**config.mk**
```make
export PLATFORM = sky130hd
export DESIGN_NAME = kmeans_feeder
export DESIGN_NICKNAME = d
export VERILOG_FILES = /design/src/rtl/kmeans_feeder.sv
export SDC_FILE = /design/constraint.sdc
export NUM_CORES = 1
export LEC_CHECK = 0
export ABC_CLOCK_PERIOD_IN_PS = 6640
export CORE_MARGIN = 8
export CORE_UTILIZATION = 40
export CTS_BUF_LIST = sky130_fd_sc_hd__clkbuf_16
export DETAILED_ROUTE_END_ITERATION = 12
export PLACE_DENSITY = 0.65
export SYNTH_ARGS = -nofsm -noshare
export SYNTH_HDL_FRONTEND = slang
export SYNTH_SLANG_ARGS = --single-unit
```
**constraint.sdc**
```tcl
create_clock -name CLK -period 6.64 [get_ports CLK]
set_input_delay 0.996 -clock CLK [delete_from_list [all_inputs] [get_ports CLK]]
set_output_delay 0.996 -clock CLK [all_outputs]
set_load 0.05 [all_outputs]
```
**src/rtl/kmeans_feeder.sv**
```systemverilog
// kmeans_feeder: streams centroids and points from a host-loaded job buffer
// to a 3-way classifier and collects the labels it returns.
module kmeans_feeder #(
  parameter int DW   = 32,
  parameter int MAXP = 16,
  parameter int TOUT = 64
) (
  input  logic          CLK,
  input  logic          RESET,
  input  logic          WR_EN,
  input  logic [5:0]    WR_ADDR,
  input  logic [DW-1:0] WR_DATA,
  input  logic [4:0]    NUM_PTS,
  input  logic          START,
  input  logic          KM_BUSY,
  input  logic          KM_OUT_VALID,
  input  logic [1:0]    KM_OUT_DATA,
  output logic          IN_VALID,
  output logic [DW-1:0] IN_DATA,
  input  logic [3:0]    RD_ADDR,
  output logic [1:0]    RD_LABEL,
  output logic          BUSY,
  output logic          DONE,
  output logic          ERR
);

  // state  | meaning
  // S_IDLE | no job in flight; buffer writable
  // S_SEND | presenting buffer words to the classifier
  // S_WAIT | all words sent; collecting outstanding labels
  // S_DONE | labels and ERR valid; buffer writable

  localparam int BUFW = 6 + 2 * MAXP;
  localparam int LW   = $clog2(MAXP);
  localparam int TW   = $clog2(TOUT + 1);
  localparam logic [4:0]    MAXP_N = 5'(MAXP);
  localparam logic [TW-1:0] TOUT_T = TW'(TOUT);
  localparam logic [TW-1:0] T_ONE  = TW'(1);

  typedef enum logic [1:0] {S_IDLE, S_SEND, S_WAIT, S_DONE} state_t;

  state_t        state, state_nxt;
  logic [DW-1:0] job_buf [BUFW];
  logic [1:0]    labels  [MAXP];
  logic [5:0]    ptr;
  logic [4:0]    n_pts;
  logic [4:0]    lcnt;
  logic [TW-1:0] tmr;
  logic          in_valid_q;
  logic [DW-1:0] in_data_q;
  logic          err_q;

  logic       idle_or_done, npts_ok, start_ok, start_bad;
  logic       word_acc, last_word, capture, timeout;
  logic [5:0] last_ptr;
  logic [4:0] lcnt_inc, lcnt_after;

  assign idle_or_done = (state == S_IDLE) || (state == S_DONE);
  assign npts_ok      = (NUM_PTS != 5'd0) && (NUM_PTS <= MAXP_N);
  assign start_ok     = START && idle_or_done && npts_ok;
  assign start_bad    = START && idle_or_done && !npts_ok;
  assign last_ptr     = 6'd5 + {n_pts, 1'b0};
  assign word_acc     = in_valid_q && !KM_BUSY;
  assign last_word    = (ptr == last_ptr);
  assign capture      = KM_OUT_VALID && ((state == S_SEND) || (state == S_WAIT)) && (lcnt < n_pts);
  assign lcnt_inc     = lcnt + 5'd1;
  assign lcnt_after   = capture ? lcnt_inc : lcnt;
  // tmr is reloaded on WAIT entry and on each label; expiring at 1 gives exactly TOUT quiet cycles
  assign timeout      = (state == S_WAIT) && !capture && (tmr == T_ONE);

  always_ff @(posedge CLK or negedge RESET) begin
    if (!RESET) state <= S_IDLE;
    else        state <= state_nxt;
  end

  always_comb begin
    state_nxt = state;
    case (state)
      S_IDLE: if (start_ok) state_nxt = S_SEND;
      S_SEND: if (word_acc && last_word) state_nxt = (lcnt_after == n_pts) ? S_DONE : S_WAIT;
      S_WAIT: if ((capture && (lcnt_inc == n_pts)) || timeout) state_nxt = S_DONE;
      S_DONE: begin
        if (start_ok)       state_nxt = S_SEND;
        else if (start_bad) state_nxt = S_IDLE;
      end
      default: state_nxt = S_IDLE;
    endcase
  end

  // job buffer is deliberately left out of reset so a job can be replayed after one
  always_ff @(posedge CLK) begin
    if (WR_EN && (WR_ADDR < 6'(BUFW)) && idle_or_done) job_buf[WR_ADDR] <= WR_DATA;
  end

  always_ff @(posedge CLK or negedge RESET) begin
    if (!RESET) begin
      ptr        <= '0;
      n_pts      <= '0;
      lcnt       <= '0;
      tmr        <= '0;
      in_valid_q <= 1'b0;
      in_data_q  <= '0;
      err_q      <= 1'b0;
      for (int i = 0; i < MAXP; i++) labels[i] <= '0;
    end else if (start_ok) begin
      ptr        <= '0;
      n_pts      <= NUM_PTS;
      lcnt       <= '0;
      err_q      <= 1'b0;
      in_valid_q <= 1'b1;
      in_data_q  <= job_buf[0];
    end else begin
      if (start_bad || timeout || (capture && (KM_OUT_DATA == 2'd3))) err_q <= 1'b1;
      if (word_acc) begin
        if (last_word) begin
          in_valid_q <= 1'b0;
          in_data_q  <= '0;
        end else begin
          ptr       <= ptr + 6'd1;
          in_data_q <= job_buf[ptr + 6'd1];
        end
      end
      if (capture) begin
        labels[lcnt[LW-1:0]] <= KM_OUT_DATA;
        lcnt                 <= lcnt_inc;
      end
      if (capture || (word_acc && last_word)) tmr <= TOUT_T;
      else if (state == S_WAIT)               tmr <= tmr - T_ONE;
    end
  end

  assign IN_VALID = in_valid_q;
  assign IN_DATA  = in_data_q;
  assign RD_LABEL = labels[RD_ADDR];
  assign BUSY     = (state == S_SEND) || (state == S_WAIT);
  assign DONE     = (state == S_DONE);
  assign ERR      = err_q;

endmodule
```
==> flow_summary.json, run 1 <==
{
  "path_clk_slew_ns": 0.06,
  "syn_area_mm2": 0.0513,
  "cts_max_level": 4,
  "ys.flop_type": "edfxtp_1",
  "layout_common_cells": "edfxtp_1 (1216), mux4_2 (297), nand2_1 (163)",
  "async_flop_share_pct": 6.96,
  "antenna_found_initial": 7,
  "wire_per_inst_um": 29.1,
  "relSlewSlack_pct": 8.00,
  "vias": 25700,
  "vias_per_cell": 5.77,
  "fin_nets": 2750,
  "cts_tree": "done",
  "ys_ff_latch": 1307,
  "p_leak_nw": 18.7,
  "min_path_type": "in -> async",
  "crit_path_end": "RD_LABEL[0]",
  "grt_pass1_wl_um": 188000,
  "worstSetupEndpointType": "primary output",
  "start_util_pct": 40.3,
  "fp.dieW_um": 374,
  "postCtsHoldBufs": 0,
  "grt_pass1_vias": 26900,
  "finalPower_w": 0.0248,
  "yosysWarnings": 0,
  "hpwl_um": 75700,
  "nFillCells": 10400,
  "period_share_pct": 68.5,
  "rsz0062_at_grt": "false",
  "synth_edf_count": 1216,
  "clock_sink_count": 1307,
  "critPathMaxFanout": 8,
  "setup_violations": 0,
  "syn_nets": 2596,
  "arrival_ns": 3.55,
  "dieHeight_um": 374,
  "p_per_area_mw_per_mm2": 422,
  "dieArea_mm2": 0.140,
  "ant_nets": 0,
  "critPathKind": "in -> out",
  "reg2regPathDepth": 5,
  "rr_startpoint": "state[1]$_DFFE_PN0P_",
  "hold_violations": 0,
  "port-buffer-count": 92,
  "row_count": 131,
  "drt-pass1-iter-count": 6,
  "max-vdd-ir-drop_mv": 0.502,
  "yosysUniqueCellTypes": 62,
  "worst_clock_skew_ns": 0.0309,
  "drive_above_1_share_pct": 23.9,
  "cts_buffer_depth": 3,
  "clk_latency_ns": 0.74,
  "syn_avg_cell_area_um2": 20.3,
  "worst_pin_slew_ns": 1.38,
  "grt_max_degree": 88,
  "yosysSeqAreaShare_pct": 75.6,
  "min_period_ns": 4.55,
  "wl_um": 129000,
  "max_freq_mhz": 220,
  "cts_buffers": 132,
  "ioPinCount": 93,
  "gr-usage-all-layers_pct": 18.2,
  "area_growth_syn_to_layout_pct": 14.4,
  "r2r_slack_ns": 2.78,
  "finalHoldWorstSlack_ns": 0.227,
  "grt_overflow": 0,
  "cp-startpoint": "RD_ADDR[0]",
  "coreArea_mm2": 0.127,
  "cts_setup_buffers": 0,
  "layout_setup_ws_ns": 2.09,
  "cts_root_buf": "clkbuf_16",
  "cts.repair.resized": 0,
  "drt_iter0_drc": 2788,
  "place_ws_ns": 2.05,
  "maxCapViolations": 0,
  "slew_viol_final": 0,
  "r2r-end": "job_buf[18][20]$_DFFE_PP_",
  "worst_ep_required_time_ns": 5.64,
  "status": "finished clean",
  "cp-start-kind": "primary input",
  "netlist_instances": 2524,
  "gp_congestion": 0.853,
  "finalSetupTns_ns": 0,
  "mostFrequentLayoutCell": "edfxtp_1",
  "drc": 0
}
==> synthesized netlist by cell type, drive strengths merged (2+ instances only) <==
cell / number / share of area [%]
a31oi: 2 / 0.054
mux2i: 97 / 1.9
nand3: 6 / 0.078
dfrtp: 91 / 4.4
and4: 2 / 0.034
a32oi: 66 / 1.1
xnor2: 17 / 0.29
a31o: 32 / 0.55
nor2: 140 / 1.0
a21oi: 73 / 0.71
nand2: 163 / 1.2
nand3b: 4 / 0.059
nand2b: 7 / 0.085
or2: 6 / 0.078
nor3: 7 / 0.068
or3: 2 / 0.024
nor2b: 3 / 0.037
nand4b: 4 / 0.068
o22ai: 34 / 0.41
or3b: 2 / 0.034
xor2: 16 / 0.29
ha: 17 / 0.41
nand4: 2 / 0.024
inv: 15 / 0.11
edfxtp: 1216 / 71
o21ai: 9 / 0.088
clkbuf: 58 / 0.53
mux2: 34 / 0.75
buf: 82 / 0.91
nor4: 2 / 0.054
a211oi: 2 / 0.029
mux4: 298 / 13
==> logic make-up after synthesis <==
| kind of cell | share of synthesized area [%] |
|---|---|
| compound gates | 3.15 |
| xor+xnor | 0.578 |
| fa+ha+maj | 0.415 |
| buf+inv | 1.54 |
| flops | 75.6 |
| mux | 15.7 |
| simple gates | 2.95 |
==> worst min path at each step <==
stage / start / cells after the start / end
after CTS: RESET / 1 / labels[6]$_DFFE_PN0P_
final: RESET / 1 / IN_VALID$_DFFE_PN0P_
after global routing: RESET / 1 / IN_VALID$_DFFE_PN0P_
after global placement: labels[18]$_DFFE_PN0P_ / 1 / labels[18]$_DFFE_PN0P_
after floorplan: labels[10]$_DFFE_PN0P_ / 1 / labels[10]$_DFFE_PN0P_
after detailed placement: labels[29]$_DFFE_PN0P_ / 1 / labels[29]$_DFFE_PN0P_
==> registers in the layout, summed over array words and instances (netlist names), 2 cells and up <==
| signal | cells |
|---|---|
| job_buf | 1216 |
| IN_DATA | 32 |
| labels | 32 |
| tmr | 7 |
| ptr | 6 |
| lcnt | 5 |
| n_pts | 5 |
| state | 2 |
==> area by class of cell <==
class,instances,area (um2),area share (%)
tap,1662,2080,3.54
inverter,15,56.3,0.0959
multi-input combinational,1062,12100,20.6
antenna,2,5.00,0.00853
clock inverter,106,830,1.41
clock buffer,135,3380,5.76
sequential,1307,38800,66.1
timing repair buffer,160,1470,2.50
==> per-stage QoR <==
stage	instances	cell area [um2]	utilization (%)
after floorplan	2524	51300	-
after global placement	4205	54500	42.8
after detailed placement	4205	54500	42.8
after CTS	4446	58700	46.1
after global routing	4447	58700	46.1
final	4449	58700	46.1
==> critical path: stages <==
cell and delay, ns:
clkdlybuf4s50_1 0.78, mux4_2 0.57, mux4_2 0.48, clkdlybuf4s50_1 0.72
==> where the power goes <==
| group | internal (W) | switching [W] | leakage, nW |
|---|---|---|---|
| sequential | 0.00928 | 0.000387 | 12.1 |
| clock | 0.00413 | 0.00310 | 2.19 |
| combinational | 0.00333 | 0.00457 | 4.39 |
| total | 0.0167 | 0.00805 | 18.7 |
==> metal layers <==
layer  share of wire [%]  GRT usage, %  vias to the layer above
met1                  39          23.4                    13700
met4                 2.6          5.10                        6
met5               0.023             0                        -
met2                  51          31.4                     1056
li1                    -             -                    10700
met3                 7.0          3.65                      229
Note: power is estimated with default switching activity, not from simulation.
==> inputs of run 2 (changes only) <==
--- a/config.mk
+++ b/config.mk
@@ -5,7 +5,7 @@
 export SDC_FILE = /design/constraint.sdc
 export NUM_CORES = 1
 export LEC_CHECK = 0
-export ABC_CLOCK_PERIOD_IN_PS = 6640
+export ABC_CLOCK_PERIOD_IN_PS = 4300
 export CORE_MARGIN = 8
 export CORE_UTILIZATION = 40
 export CTS_BUF_LIST = sky130_fd_sc_hd__clkbuf_16
==> constraint.sdc (replaced) <==
create_clock -name CLK -period 4.3 [get_ports CLK]
set_input_delay 0.645 -clock CLK [delete_from_list [all_inputs] [get_ports CLK]]
set_output_delay 0.645 -clock CLK [all_outputs]
set_load 0.05 [all_outputs]
==> run 2 against run 1 <==
Net effect: sequential cell count unchanged; core utilization is 0.46 points higher; clock skew fell by 0.014 ns; routed wire length fell by 1.5%; global-route usage down 0.23 points; clock power up 52%; hold slack gained 0.16 ns; combinational power is 52% higher; critical path depth unchanged; power is 53% higher; register-to-register slack worse by 1.9 ns; non-clock buffer count is 52 higher; largest cell class unchanged.
==> flow_summary.json, run 2 (synthesis results as in run 1) <==
{
  "cts_buffer_depth": 3,
  "cts_root_buf": "clkbuf_16",
  "worst_pin_slew_ns": 1.35,
  "min_path_type": "in -> async",
  "cts_buffers": 132,
  "largest_register": "job_buf",
  "start_util_pct": 40.3,
  "cp-start-kind": "primary input",
  "layout_common_cells": "edfxtp_1 (1216), mux4_2 (297), nand2_1 (163)",
  "mostFrequentLayoutCell": "edfxtp_1",
  "wl_um": 127000,
  "status": "finished clean",
  "vias": 25800,
  "clkPwrFrac_pct": 28.9,
  "p_per_area_mw_per_mm2": 639,
  "grt_max_degree": 67,
  "gp_congestion": 0.798,
  "period_share_pct": 90.6,
  "design_area_mm2": 0.0593,
  "worstSetupEndpointType": "primary output",
  "p_comb_share_pct": 31.7,
  "relSlewSlack_pct": 10.0,
  "critPathMaxFanout": 8,
  "fin_nets": 2802,
  "grt_pass1_wl_um": 187000,
  "dieHeight_um": 374,
  "clk_latency_ns": 0.72,
  "cp-startpoint": "RD_ADDR[0]",
  "ant_nets": 0,
  "dieArea_mm2": 0.140,
  "cts_tree": "done",
  "gr-usage-all-layers_pct": 17.9,
  "cts.repair.resized": 0,
  "largest_register_ffs": 1216,
  "ioPinCount": 93,
  "swShare_pct": 31.7,
  "path_clk_slew_ns": 0.06,
  "critPathKind": "in -> out",
  "grt_overflow": 0,
  "worst_ep_required_time_ns": 3.65,
  "max-vdd-ir-drop_mv": 0.464,
  "port-buffer-count": 92,
  "drt-pass1-iter-count": 7,
  "grt_pass1_vias": 27100,
  "min_period_ns": 3.90,
  "row_count": 131,
  "dpl_cell_area_mm2": 0.0551,
  "maxCapViolations": 0,
  "p_switching_w": 0.0120,
  "drt_iter0_drc": 2757,
  "cts_max_level": 4,
  "hpwl_um": 74500,
  "vias_per_cell": 5.72,
  "cts_setup_buffers": 0,
  "nFillCells": 10400,
  "p_leak_nw": 18.9,
  "arrival_ns": 3.25,
  "fp.dieW_um": 374,
  "slew_viol_final": 0,
  "area_growth_syn_to_layout_pct": 15.6,
  "drive_above_1_share_pct": 24.8,
  "max_freq_mhz": 257,
  "seq_power_share_pct": 39.4,
  "internal_power_w": 0.0259,
  "hold_violations": 0,
  "drc": 0,
  "rsz0062_at_grt": "false",
  "clock_sink_count": 1307,
  "coreArea_mm2": 0.127,
  "antenna_found_initial": 7,
  "setup_violations": 0,
  "finalSetupTns_ns": 0,
  "wire_per_inst_um": 28.3,
  "worst_clock_skew_ns": 0.0165,
  "rr_startpoint": "state[0]$_DFFE_PN0P_"
}
## run 2: changes by cell type in the layout (fill, tap and decap cells not counted), moves of 2 or more
cell	delta
clkinv_1	+9
inv_1	-9
buf_12	+16
inv_6	+4
clkinv_8	-5
buf_2	-14
clkdlybuf4s50_1	+14
buf_4	+35
bufinv_16	-3
diode_2	+2
## run 2: final timing paths
kind	to	cells past startpoint	slack, ns
setup / recovery	RD_LABEL[0]	4	0.40
hold / removal	tmr[4]$_DFFE_PN0P_	2	0.39
setup reg to reg	job_buf[2][19]$_DFFE_PP_	6	0.84
hold reg to reg	labels[27]$_DFFE_PN0P_	1	0.50
max in group asynchronous	IN_DATA[22]$_DFFE_PN0P_	3	2.91
min in group CLK	labels[27]$_DFFE_PN0P_	1	0.50
## run 2: final cells by class
type                    instances  area (um2)  area share [%]
flip-flops and latches       1307       38800            65.4
multi-input cells            1062       12100            20.4
clock buffers                 136        3400            5.74
repair buffers                212        2130            3.59
well taps                    1662        2080            3.51
clock inverters               105         728            1.23
inverters                      15        56.3          0.0950
diodes                          4        10.0          0.0169
## run 2: through the flow
| stage | setup slack [ns] | utilization [%] | power, W | instances | hold WS (ns) |
|---|---|---|---|---|---|
| 5_1_grt | 0.311 | 46.5 | 0.0394 | 4499 | 0.412 |
| 3_5_place_dp | 0.395 | 43.3 | 0.0273 | 4257 | 0.493 |
| 3_3_place_gp | 0.432 | 43.3 | 0.0271 | 4257 | 0.492 |
| 6_report | 0.405 | 46.6 | 0.0379 | 4503 | 0.388 |
| 2_1_floorplan | 0.885 | - | 0.0234 | 2524 | 0.349 |
| 4_1_cts | 0.391 | 46.5 | 0.0382 | 4499 | 0.358 |
## run 2: timing repair
action                                  CTS  global route
hold buffers                              1             0
endpoints found under the setup margin    0             0
hold endpoints to repair                 24             0
## run 2: power groups by stage
stage               clock network [W]  logic, W  registers [W]
floorplan                           0   0.00800         0.0154
global placement                    0    0.0119         0.0152
detailed placement                  0    0.0121         0.0152
CTS                            0.0111    0.0121         0.0149
global route                   0.0116    0.0128         0.0149
finish                         0.0110    0.0120         0.0149
## run 2: worst max-delay path: stages
cell             delay [ns]
clkdlybuf4s50_1        0.81
mux4_2                 0.59
mux4_2                 0.48
clkdlybuf4s50_1        0.73
## run 2: layer usage
metal  wire (um)  track usage (%)  share of wire [%]  vias up
met1       50500             23.2                 40    13700
met4        3670             5.55                2.9        4
li1            -                -                  -    10800
met2       64200             30.7                 50     1028
met5          22                0              0.017        -
met3        8930             3.43                7.0      229
==> inputs of run 3 (changes only) <==
--- a/config.mk
+++ b/config.mk
@@ -11,6 +11,7 @@
 export CTS_BUF_LIST = sky130_fd_sc_hd__clkbuf_16
 export DETAILED_ROUTE_END_ITERATION = 12
 export PLACE_DENSITY = 0.65
+export SLEW_MARGIN = 20
 export SYNTH_ARGS = -nofsm -noshare
 export SYNTH_HDL_FRONTEND = slang
 export SYNTH_SLANG_ARGS = --single-unit
==> run 3 against run 2 <==
Net effect: clock power shrank 4%; setup slack gained 0.012 ns; global-route usage is essentially flat; clock skew grew 0.0079 ns; clock-buffer cell count shrank 2; power shrank 0.99%; critical path depth is the same; fmax grew 0.31%; cell count shrank 0.31%; core utilization shrank 0.17 points; sequential cell count is the same; cell area shrank 0.37%.
==> flow_summary.json, run 3 (synthesis results as in run 1) <==
{
  "cp_slowest_cell": "clkdlybuf4s50_1",
  "design_area_mm2": 0.0591,
  "cts_root_buf": "clkbuf_16",
  "cp-start-kind": "primary input",
  "gp_congestion": 0.798,
  "max_stage_delay_ns": 0.80,
  "cp-startpoint": "RD_ADDR[0]",
  "critPathKind": "in -> out",
  "grt_overflow": 0,
  "min_period_ns": 3.88,
  "multi_input_area_mm2": 0.0121,
  "nFillCells": 10300,
  "finalPower_w": 0.0375,
  "mostFrequentLayoutCell": "edfxtp_1",
  "start_util_pct": 40.3,
  "crit_chain": "clkdlybuf4s50_1, mux4_2, mux4_2, clkdlybuf4s50_1",
  "antenna_found_initial": 8,
  "dpl_cell_area_mm2": 0.0551,
  "layout_common_cells": "edfxtp_1 (1216), mux4_2 (297), nand2_1 (163)",
  "clock_sink_count": 1307,
  "worst_clock_skew_ns": 0.0243,
  "period_share_pct": 90.3,
  "setup_violations": 0,
  "min_path_type": "in -> async",
  "port-buffer-count": 92,
  "relSlewSlack_pct": 28.1,
  "ant_nets": 0,
  "vias": 25900,
  "wire_per_inst_um": 28.5,
  "cts_buffers": 131,
  "drc": 0,
  "dieHeight_um": 374,
  "drive_above_1_share_pct": 24.6,
  "cts_max_level": 4,
  "row_count": 131,
  "largest_register": "job_buf",
  "worst_pin_slew_ns": 1.07,
  "path_clk_slew_ns": 0.07,
  "wl_um": 128000,
  "grt_pass1_wl_um": 186000,
  "gr-usage-all-layers_pct": 18.0,
  "max_freq_mhz": 258,
  "place_inst": 4257,
  "ioPinCount": 93,
  "met3_usage_pct": 3.20,
  "drt_iter0_drc": 2733,
  "maxCapViolations": 0,
  "fp.dieW_um": 374,
  "critPathMaxFanout": 8,
  "status": "finished clean",
  "grt_max_degree": 67,
  "busiest_layer": "met2",
  "arrival_ns": 3.24,
  "drt-pass1-iter-count": 5,
  "met1_usage_pct": 23.5,
  "hpwl_um": 74600,
  "worst_ep_required_time_ns": 3.65,
  "cts_buffer_depth": 3,
  "dieArea_mm2": 0.140,
  "coreArea_mm2": 0.127,
  "hold_violations": 0,
  "finalHoldWorstSlack_ns": 0.376,
  "worstSetupEndpointType": "primary output",
  "p_leak_nw": 18.8,
  "area_growth_syn_to_layout_pct": 15.2,
  "finalSetupTns_ns": 0,
  "rsz0062_at_grt": "false",
  "fin_cells": 4489,
  "largest_register_ffs": 1216,
  "rr_startpoint": "state[0]$_DFFE_PN0P_",
  "clk_latency_ns": 0.73,
  "fin_nets": 2801,
  "cts_tree": "done",
  "use_met2_pct": 30.6,
  "cts.repair.resized": 0,
  "grt_pass1_vias": 27000,
  "p_per_area_mw_per_mm2": 635,
  "max-vdd-ir-drop_mv": 0.449,
  "slew_viol_final": 0,
  "seq_area_mm2": 0.0388,
  "vias_per_cell": 5.77
}
## run 3: layout make-up
class	instances	share of cell area (%)
multi-input cells	1062	20.5
clock inverters	95	0.998
repair buffers	212	3.56
diodes	2	0.00847
inverters	15	0.0953
clock buffers	134	5.68
well taps	1662	3.52
flip-flops and latches	1307	65.7
## run 3: worst paths after layout
| kind | slack [ns] | end | cells past startpoint |
|---|---|---|---|
| worst min register to register | 0.50 | labels[27]$_DFFE_PN0P_ | 1 |
| worst max register to register | 0.88 | job_buf[2][11]$_DFFE_PP_ | 6 |
| worst max-delay path | 0.42 | RD_LABEL[1] | 4 |
| worst min-delay path | 0.38 | tmr[5]$_DFFE_PN0P_ | 2 |
| min in group CLK | 0.48 | job_buf[21][9]$_DFFE_PP_ | 1 |
| max in group asynchronous | 2.92 | IN_DATA[25]$_DFFE_PN0P_ | 3 |
## run 3: what timing repair did
item	4_1_cts	5_1_grt
hold buffers	1	0
setup buffers	0	0
endpoints found under the setup margin	0	0
hold endpoints to repair	24	0
## run 3: routing by layer
| layer | part of all wire [%] | vias up |
|---|---|---|
| li1 | - | 10800 |
| met1 | 40 | 13800 |
| met2 | 50 | 1097 |
| met3 | 6.8 | 218 |
| met4 | 2.8 | 4 |
| met5 | 0.018 | - |
## run 3: worst max-delay path: cells and delay by family
kind     cells  cell delay [ns]
buf+inv      2             1.53
mux          2             1.06
## run 3: report_power, final
part | switching [W] | internal (W) | total, W
registers | 0.000578 | 0.0143 | 0.0149
clock network | 0.00468 | 0.00589 | 0.0106
logic | 0.00674 | 0.00529 | 0.0120
total | 0.0120 | 0.0255 | 0.0375
## run 3: metrics by stage
step	worst slack, ns	util (%)
final	0.417	46.4
after global routing	0.293	46.4
after CTS	0.372	46.4
after detailed placement	0.370	43.3
after global placement	0.432	43.3
after floorplan	0.885	-
